**src/rtl/dma_master_apb3.sv**
```systemverilog
// APB3 initiator for the DMA controller: one SETUP/ACCESS transfer per accepted command.
// Optional ACCESS-phase timeout is compiled in with `define DMA_MASTER_APB3_TIMEOUT_EN.
module dma_master_apb3 #(
  parameter int unsigned TIMEOUT = 255
) (
  input  logic        i_clk,
  input  logic        i_pnreset,
  input  logic        i_req_valid,
  output logic        o_req_ready,
  input  logic [31:0] i_req_addr,
  input  logic        i_req_write,
  input  logic [31:0] i_req_wdata,
  output logic        o_rsp_valid,
  input  logic        i_rsp_ready,
  output logic [31:0] o_rsp_rdata,
  output logic        o_rsp_err,
  output logic        o_psel,
  output logic        o_penable,
  output logic [31:0] o_paddr,
  output logic        o_pwrite,
  output logic [31:0] o_pwdata,
  input  logic        i_pready,
  input  logic        i_pslverr,
  input  logic [31:0] i_prdata,
  output logic        o_busy
);

  typedef enum logic [1:0] {
    ST_IDLE,
    ST_SETUP,
    ST_ACCESS,
    ST_RESP
  } state_t;

  state_t state_q, state_d;
  logic   accept;
  logic   complete;
  logic   timed_out;

  assign accept   = (state_q == ST_IDLE) && i_req_valid;
  assign complete = (state_q == ST_ACCESS) && i_pready;

  // A TIMEOUT outside the 16-bit counter range cannot be represented.
  assert property (@(posedge i_clk) (TIMEOUT >= 1) && (TIMEOUT <= 65535));

`ifdef DMA_MASTER_APB3_TIMEOUT_EN
  localparam logic [15:0] WAIT_LIMIT = 16'(TIMEOUT - 1);

  logic [15:0] wait_cnt_q;

  // The limit cycle itself counts as a wait; i_pready=1 there still completes normally.
  assign timed_out = (state_q == ST_ACCESS) && !i_pready && (wait_cnt_q == WAIT_LIMIT);

  always_ff @(posedge i_clk or negedge i_pnreset) begin
    if (!i_pnreset) begin
      wait_cnt_q <= '0;
    end else if (state_q == ST_SETUP) begin
      wait_cnt_q <= '0;
    end else if ((state_q == ST_ACCESS) && !i_pready) begin
      wait_cnt_q <= wait_cnt_q + 16'd1;
    end
  end
`else
  assign timed_out = 1'b0;
`endif

  // NOTE: sequential state uses non-blocking assignments so every flop samples pre-edge values.
  always_ff @(posedge i_clk or negedge i_pnreset) begin
    if (!i_pnreset) begin
      state_q <= ST_IDLE;
    end else begin
      state_q <= state_d;
    end
  end

  // NOTE: every signal driven here gets a default first, so no path can infer a latch.
  always_comb begin
    state_d     = state_q;
    o_req_ready = 1'b0;
    o_psel      = 1'b0;
    o_penable   = 1'b0;
    o_rsp_valid = 1'b0;
    o_busy      = 1'b1;
    unique case (state_q)
      ST_IDLE: begin
        o_req_ready = 1'b1;
        o_busy      = 1'b0;
        if (i_req_valid) state_d = ST_SETUP;
      end
      ST_SETUP: begin
        o_psel  = 1'b1;
        state_d = ST_ACCESS;
      end
      ST_ACCESS: begin
        o_psel    = 1'b1;
        o_penable = 1'b1;
        if (complete || timed_out) state_d = ST_RESP;
      end
      ST_RESP: begin
        o_rsp_valid = 1'b1;
        if (i_rsp_ready) state_d = ST_IDLE;
      end
      default: state_d = ST_IDLE;
    endcase
  end

  // Bus fields move only on acceptance, so the APB lines stay quiet while idle.
  always_ff @(posedge i_clk or negedge i_pnreset) begin
    if (!i_pnreset) begin
      o_paddr  <= '0;
      o_pwrite <= 1'b0;
      o_pwdata <= '0;
    end else if (accept) begin
      o_paddr  <= i_req_addr;
      o_pwrite <= i_req_write;
      o_pwdata <= i_req_wdata;
    end
  end

  // Response fields are captured once per transfer and held through RESP.
  always_ff @(posedge i_clk or negedge i_pnreset) begin
    if (!i_pnreset) begin
      o_rsp_rdata <= '0;
      o_rsp_err   <= 1'b0;
    end else if (complete) begin
      o_rsp_rdata <= o_pwrite ? 32'd0 : i_prdata;
      o_rsp_err   <= i_pslverr;
    end else if (timed_out) begin
      o_rsp_rdata <= 32'd0;
      o_rsp_err   <= 1'b1;
    end
  end

endmodule

```
**config.mk**
```make
export PLATFORM = sky130hd
export DESIGN_NAME = dma_master_apb3
export DESIGN_NICKNAME = d
export VERILOG_FILES = /design/src/rtl/dma_master_apb3.sv
export SDC_FILE = /design/constraint.sdc
export NUM_CORES = 1
export LEC_CHECK = 0
export ABC_AREA = 1
export ABC_CLOCK_PERIOD_IN_PS = 1500
export BUFFER_PORTS_ARGS = -buffer_cell sky130_fd_sc_hd__buf_2
export CORE_AREA = 5 5 89 174
export DETAILED_ROUTE_END_ITERATION = 6
export DIE_AREA = 0 0 94 179
export SETUP_SLACK_MARGIN = 0.4
export SYNTH_ARGS = -nofsm -noshare
export SYNTH_HDL_FRONTEND = slang
export SYNTH_SLANG_ARGS = --single-unit
export TNS_END_PERCENT = 50
```
**constraint.sdc**
```tcl
create_clock -name i_clk -period 1.5 [get_ports i_clk]
set_input_delay 0 -clock i_clk [delete_from_list [all_inputs] [get_ports i_clk]]
set_output_delay 0 -clock i_clk [all_outputs]
set_load 0.03 [all_outputs]
```
Word-level counts from Yosys, hierarchy flattened
Cells that the tools add are included.

storage, ports and cells
  register bits after elaboration = 100
  input port bits = 103
  word-level logic and storage cells = 27

operators by class
  eq/ne operators = 6
  muxes and demuxes = 10
  reduce and logical (&&, ||, !) cells = 5

operators with widths
  cell                count
  $mux 32             1
  $pmux 2 s4          1
  $mux 2              3
  $ne 2x2->1 const B  3
  $mux 1              5
  $eq 2x2->1 const B  2
  $reduce_and 3->1    1
  $eq 2x1->1 const B  1
  $logic_and 1x1->1   2
  $logic_not 2->1     1
  $reduce_or 2->1     1

Longest topological paths before layout
Gate-level depths: netlist (run 1).

  depth after elaboration = 4
  depth in mapped cells = 7
  mapped depth without buffers = 6

Worst setup path before layout (run 1)
No wires, ideal clock.

  kind = reg2reg
  start point = register state_q[0]
  end point = register o_rsp_rdata[0]
  library setup time = 0.127 ns
  arrival time = 1.384 ns
  path slack = -0.011 ns
  stages on the path, launching flop included = 8
  path buffers = 2
  cells stage by stage = dfrtp_1 inv_1 ha_1 nand2_1 buf_4 buf_6 nand2_1 o21ai_0

on the way
  word-level cells in the longest chain between the ends = 2

ends and longest elaborated chain
  what                      line  RTL
  start: declaration        35    state_t state_q, state_d;
  start signal: assignment  72    state_q <= state_d;
  $eq 2x2->1                41    assign complete = (state_q == ST_ACCESS) && i_pready;
  $logic_and 1x1->1         41
  end signal: assignment    126   o_rsp_rdata <= o_pwrite ? 32'd0 : i_prdata;
  end: declaration          15    output logic [31:0] o_rsp_rdata,

No other way between the ends.
A chain may end at the register's enable or synchronous reset.

Worst setup path after layout (run 1)
  start point = register state_q[1]
  end point = register o_pwrite

on the way
  word-level cells in the longest chain between the ends = 2

ends and longest elaborated chain
  what                    line  RTL
  $logic_not 2->1         40    assign accept = (state_q == ST_IDLE) && i_req_valid;
  $logic_and 1x1->1       40
  end signal: assignment  115   o_pwrite <= i_req_write;
  end: declaration        20    output logic o_pwrite,

No other way between the ends.

==> results.cfg, run 1 <==
[clock_network]
clkTransAtPathRegs_ns = 0.07
h-tree-depth = 3
cts.sinks = 100
clockRootBuffer = clkbuf_16
cts_buffers = 9
clk_path_buf_depth = 2
clock_latency_ns = 0.33
cts_tree = built

[pwr]
power.leakage_nw = 3.89
power_density_nw_per_um2 = 2200
ir_drop_mv = 1.32

[die]
core_area_um2 = 13900
rows = 61
dieWidth_um = 94
initial_core_util_pct = 29.7
ios = 206
die_area_um2 = 16800
die_h_um = 179

[timing]
maxSlewViolCount = 0
fmax_mhz = 744
slew_headroom_pct = 62.3
rsz0062_at_grt = yes
skew_ns = 0.00739
tightest_slew_ns = 0.566
period_share_pct = 89.6
hold_violations = 0
worst_slack_ns = 0.157
period_minus_slack_ns = 1.34
final.setup.tns_ns = 0
finalSetupViolCount = 0

[routing]
drt_iter0_markers = 165
routed_wl_um = 15900
vias = 4428
ant_nets = 0
via_per_inst = 4.62
dr.pass1.iters = 4
drc = 0
wl_per_cell_um = 16.6

[finish]
area_delta_synth_final_pct = 78.7
utilization_pct = 53.0
finalNonFillerCells = 958
fin_area_um2 = 7360
antenna_cells = 0
drive_gt1_share_pct = 41.2
final_cell_mix = buf_2 (201), nand2_1 (161), dlygate4sd3_1 (100)
final_common_cell = buf_2
nets = 870

[critical_path]
crit_type = reg -> reg
worstSetupEndpointType = register
r2r_setup_slack_ns = 0.16
cp_data_required_time_ns = 1.71
cp.arrival_ns = 1.55
critPathLaunchType = register
cp_max_fo = 8

[yosys]
synthCells = 448
synth_nets = 554
synth_area_per_cell_um2 = 9.20
synth.distinct_cells = 15
syn_area_um2 = 4120
ys_warn_count = 0
ys_seq_elements = 100
synth-seq-area-share_pct = 60.7

[global_route]
grt_usage_pct = 16.9
grt_pass1_wl_um = 22300
antenna_found_initial = 0
grt_max_degree = 101
first_global_vias = 4500
overflow = 0

[place]
port_buffers = 205
place_inst = 819
dp_hpwl_um = 8860
place_area_um2 = 5330
place_ws_ns = 0.148
place.gp.congestion = 0.731

[job]
cap_violations = 0

[worst_hold_path]
hp-class = in -> reg

[outcome]
outcome = finished clean
## layout make-up
class | instances | area [µm²]
well taps | 189 | 236
inverters | 8 | 33.8
repair buffers | 335 | 2630
fillers | 1257 | 6530
multi-input cells | 310 | 1650
clock inverters | 4 | 56.3
flip-flops and latches | 100 | 2500
clock buffers | 12 | 256
## worst paths after layout
check,startpoint,endpoint,cells past startpoint
min reg2reg,o_paddr[15]$_DFFE_PN0P_,o_paddr[15]$_DFFE_PN0P_,2
min,i_rsp_ready,state_q[0]$_DFFE_PN0P_,5
max,state_q[1]$_DFFE_PN0P_,o_pwrite$_DFFE_PN0P_,7
min in group asynchronous,i_pnreset,o_rsp_rdata[30]$_DFFE_PN0P_,3
max in group asynchronous,i_pnreset,o_paddr[20]$_DFFE_PN0P_,3
max reg2reg,state_q[1]$_DFFE_PN0P_,o_pwrite$_DFFE_PN0P_,7
## kinds of logic (layout without fill, tap and decap cells)
kind of cell	count (synthesis)	count (layout)	share of synthesized area [%]
fa+ha+maj	3	3	0.911
buf+inv	39	359	5.98
flops	100	100	60.7
compound gates	33	33	5.37
simple gates	273	274	27.0
## synthesized netlist by cell type
cell | n | area (µm²)
nand2_1 | 204 | 766
dfrtp_1 | 100 | 2500
nand3_1 | 66 | 330
o21ai_0 | 15 | 75.1
o21ai_2 | 15 | 131
buf_2 | 14 | 70.1
buf_6 | 9 | 101
inv_1 | 8 | 30.0
buf_4 | 4 | 30.0
clkbuf_1 | 4 | 15.0
ha_1 | 3 | 37.5
nand4_1 | 2 | 12.5
o21ai_1 | 2 | 10.0
a21oi_1 | 1 | 5.00
nor2_1 | 1 | 3.75
## what timing repair did
item                                   4_1_cts  5_1_grt
buffers inserted                             5        2
pin swaps                                    1        2
hold buffers                               100        0
endpoints found under the hold margin      198        0
gates cloned                                 3       13
resized for setup                           18       76
setup endpoints to repair                  105      105
## routing by layer
metal  GRT usage, %  vias up  part of all wire [%]
met5              0        -                     0
met4           8.62        0                   3.9
met3           2.90       44                   5.5
met2           31.6      182                    56
met1           17.8     2130                    35
li1               -     2072                     -
## power by group
part	switching, W	internal, W
Combinational	0.00575	0.00323
Sequential	0.000817	0.00394
Clock	0.00103	0.00140
Total	0.00760	0.00857
## registers in the layout, indices dropped and copies added (netlist names)
register     count
o_pwrite         1
o_rsp_err        1
o_rsp_rdata     32
o_pwdata        32
state_q          2
o_paddr         32
## critical path: stages, from the launching register on
cell and delay [ns]:
dfrtp_2 0.42, inv_2 0.07, ha_4 0.17, buf_12 0.15, nand2_8 0.10, buf_12 0.18
nor2_4 0.07, a21oi_2 0.04
## metrics by stage
stage | hold WS [ns] | total power (W)
6_report | 0.0805 | 0.0162
3_3_place_gp | 0.104 | 0.0116
3_5_place_dp | 0.115 | 0.0118
4_1_cts | 0.0499 | 0.0149
2_1_floorplan | -0.296 | 0.00958
5_1_grt | 0.0996 | 0.0171
No activity file was read; power rests on OpenSTA's default activity.
==> run 2, diff against run 1 <==
Settings changed: HOLD_SLACK_MARGIN from default to 0.06, PLACE_DENSITY from default to 0.57.
==> results.cfg, run 2 (synthesis gave the netlist of run 1 again) <==
[pwr]
p_switching_w = 0.00706
p_int_w = 0.00804
power.leakage_nw = 3.72
p_sw_share_pct = 46.8
power_density_nw_per_um2 = 2170
comb_power_share_pct = 54.0
p_seq_share_pct = 30.7
p_clk_share_pct = 15.3
ir_drop_mv = 0.837

[finish]
n_fill_cell = 1320
final_common_cell = buf_2
final_cell_mix = buf_2 (200), nand2_1 (198), dlygate4sd3_1 (101)
antenna_cells = 0
nets = 866
drive_gt1_share_pct = 35.9
area_delta_synth_final_pct = 69.0
utilization_pct = 50.1
reg.largest.list = o_paddr x32, o_pwdata x32, o_rsp_rdata x32

[clock_network]
clockRootBuffer = clkbuf_16
cts_buffers = 9
cts.sinks = 100
clkTransAtPathRegs_ns = 0.07
clk_path_buf_depth = 2
cts_tree = built
clock_latency_ns = 0.33
h-tree-depth = 3

[routing]
drc = 0
drt_iter0_markers = 125
dr.pass1.iters = 4
via_per_inst = 4.50
wl_per_cell_um = 15.0
vias = 4291
routed_wl_um = 14300
ant_nets = 0

[global_route]
grt_pass1_wl_um = 22200
first_global_vias = 4611
overflow = 0
grt_usage_pct = 16.9
grt_max_degree = 65
antenna_found_initial = 0

[timing]
fmax_mhz = 769
period_minus_slack_ns = 1.30
maxSlewViolCount = 0
finalSetupViolCount = 0
slew_headroom_pct = 76.8
rsz0062_at_grt = yes
tightest_slew_ns = 0.348
timing.hold.ws_ns = 0.122
worst_slack_ns = 0.199
skew_ns = 0.00837
period_share_pct = 86.7
hold_violations = 0
final.setup.tns_ns = 0

[place]
place_ws_ns = 0.166
dp_hpwl_um = 9390
port_buffers = 205
place.gp.congestion = 0.770

[critical_path]
cp.arrival_ns = 1.30
cp_data_required_time_ns = 1.50
crit_end = o_busy
path_buf_inv = 4
cp_max_fo = 5
r2r_cells = 7
cp_top_family = buffers and inverters
crit_type = reg -> out
worstPathCellList = inv_2 -> ha_4 -> buf_12 -> clkinvlp_4 -> buf_6
crit_path_max_incr_delay_ns = 0.41
r2r_setup_slack_ns = 0.22
critPathLaunchType = register
r2r_end = o_rsp_rdata[25]$_DFFE_PN0P_
crit_path_start = state_q[1]$_DFFE_PN0P_
crit_slowest_cell = dfrtp_2
crit_cells = 5
rr_startpoint = state_q[0]$_DFFE_PN0P_
worstSetupEndpointType = output port

[die]
die_area_um2 = 16800
die_h_um = 179
ios = 206
dieWidth_um = 94
core_area_um2 = 13900
rows = 61
initial_core_util_pct = 29.7

[job]
cap_violations = 0

[outcome]
outcome = finished clean

[worst_hold_path]
hp-class = in -> async
## run 2: changes by cell type in the layout (fill, tap and decap cells not counted), moves of 3 or more
cell        before  now
clkinvlp_4       1    4
nand2_2         24    4
o21ai_0          9    3
buf_4            7   12
clkbuf_16       18   10
nand2_4         17    0
o21ai_1          8   13
nand2_1        161  198
## run 2: metal layers
metal / vias up / share of wire (%) / track usage, %
met4: 0 / 4.9 / 9.52
li1: 2057 / - / -
met2: 180 / 54 / 31.9
met1: 2005 / 36 / 17.1
met5: - / 0 / 0
met3: 49 / 5.2 / 2.94
## run 2: what timing repair did
item / in CTS / in global routing
endpoints found under the hold margin: 200 / 0
hold buffers: 101 / 0
cloned: 4 / 1
pin swaps: 2 / 2
setup endpoints to repair: 105 / 105
buffers inserted: 9 / 0
resized for setup: 27 / 12
## run 2: area by class of cell
type	instances	area (µm²)	share of cell area, %
multi-input cells	309	1450	20.8
inverters	8	33.8	0.485
well taps	189	236	3.40
clock inverters	5	61.3	0.881
flip-flops and latches	100	2500	36.0
repair buffers	332	2450	35.2
clock buffers	10	229	3.29
## run 2: power groups by stage
stage | clock network, W | logic, W | registers [W]
after floorplan | 0 | 0.00257 | 0.00702
after detailed placement | 0 | 0.00722 | 0.00469
after global routing | 0.00249 | 0.00880 | 0.00479
after CTS | 0.00238 | 0.00817 | 0.00464
final | 0.00230 | 0.00815 | 0.00464
after global placement | 0 | 0.00709 | 0.00466
## run 2: worst min-delay path by stage
stage / endpoint / slack, ns / startpoint
3_3_place_gp: o_rsp_rdata[16]$_DFFE_PN0P_ / -0.08 / i_pnreset
3_5_place_dp: o_rsp_rdata[17]$_DFFE_PN0P_ / -0.08 / i_pnreset
2_1_floorplan: o_paddr[0]$_DFFE_PN0P_ / -0.30 / i_pnreset
5_1_grt: o_rsp_rdata[17]$_DFFE_PN0P_ / 0.14 / i_pnreset
4_1_cts: o_rsp_rdata[17]$_DFFE_PN0P_ / 0.11 / i_pnreset
6_report: o_rsp_rdata[17]$_DFFE_PN0P_ / 0.12 / i_pnreset
## run 2: stage by stage
step	total power [W]	instances	cell area (µm²)
after floorplan	0.00958	448	4160
after global placement	0.0117	823	5390
after detailed placement	0.0119	823	5390
after CTS	0.0152	952	6930
after global routing	0.0161	953	6960
final	0.0151	953	6960
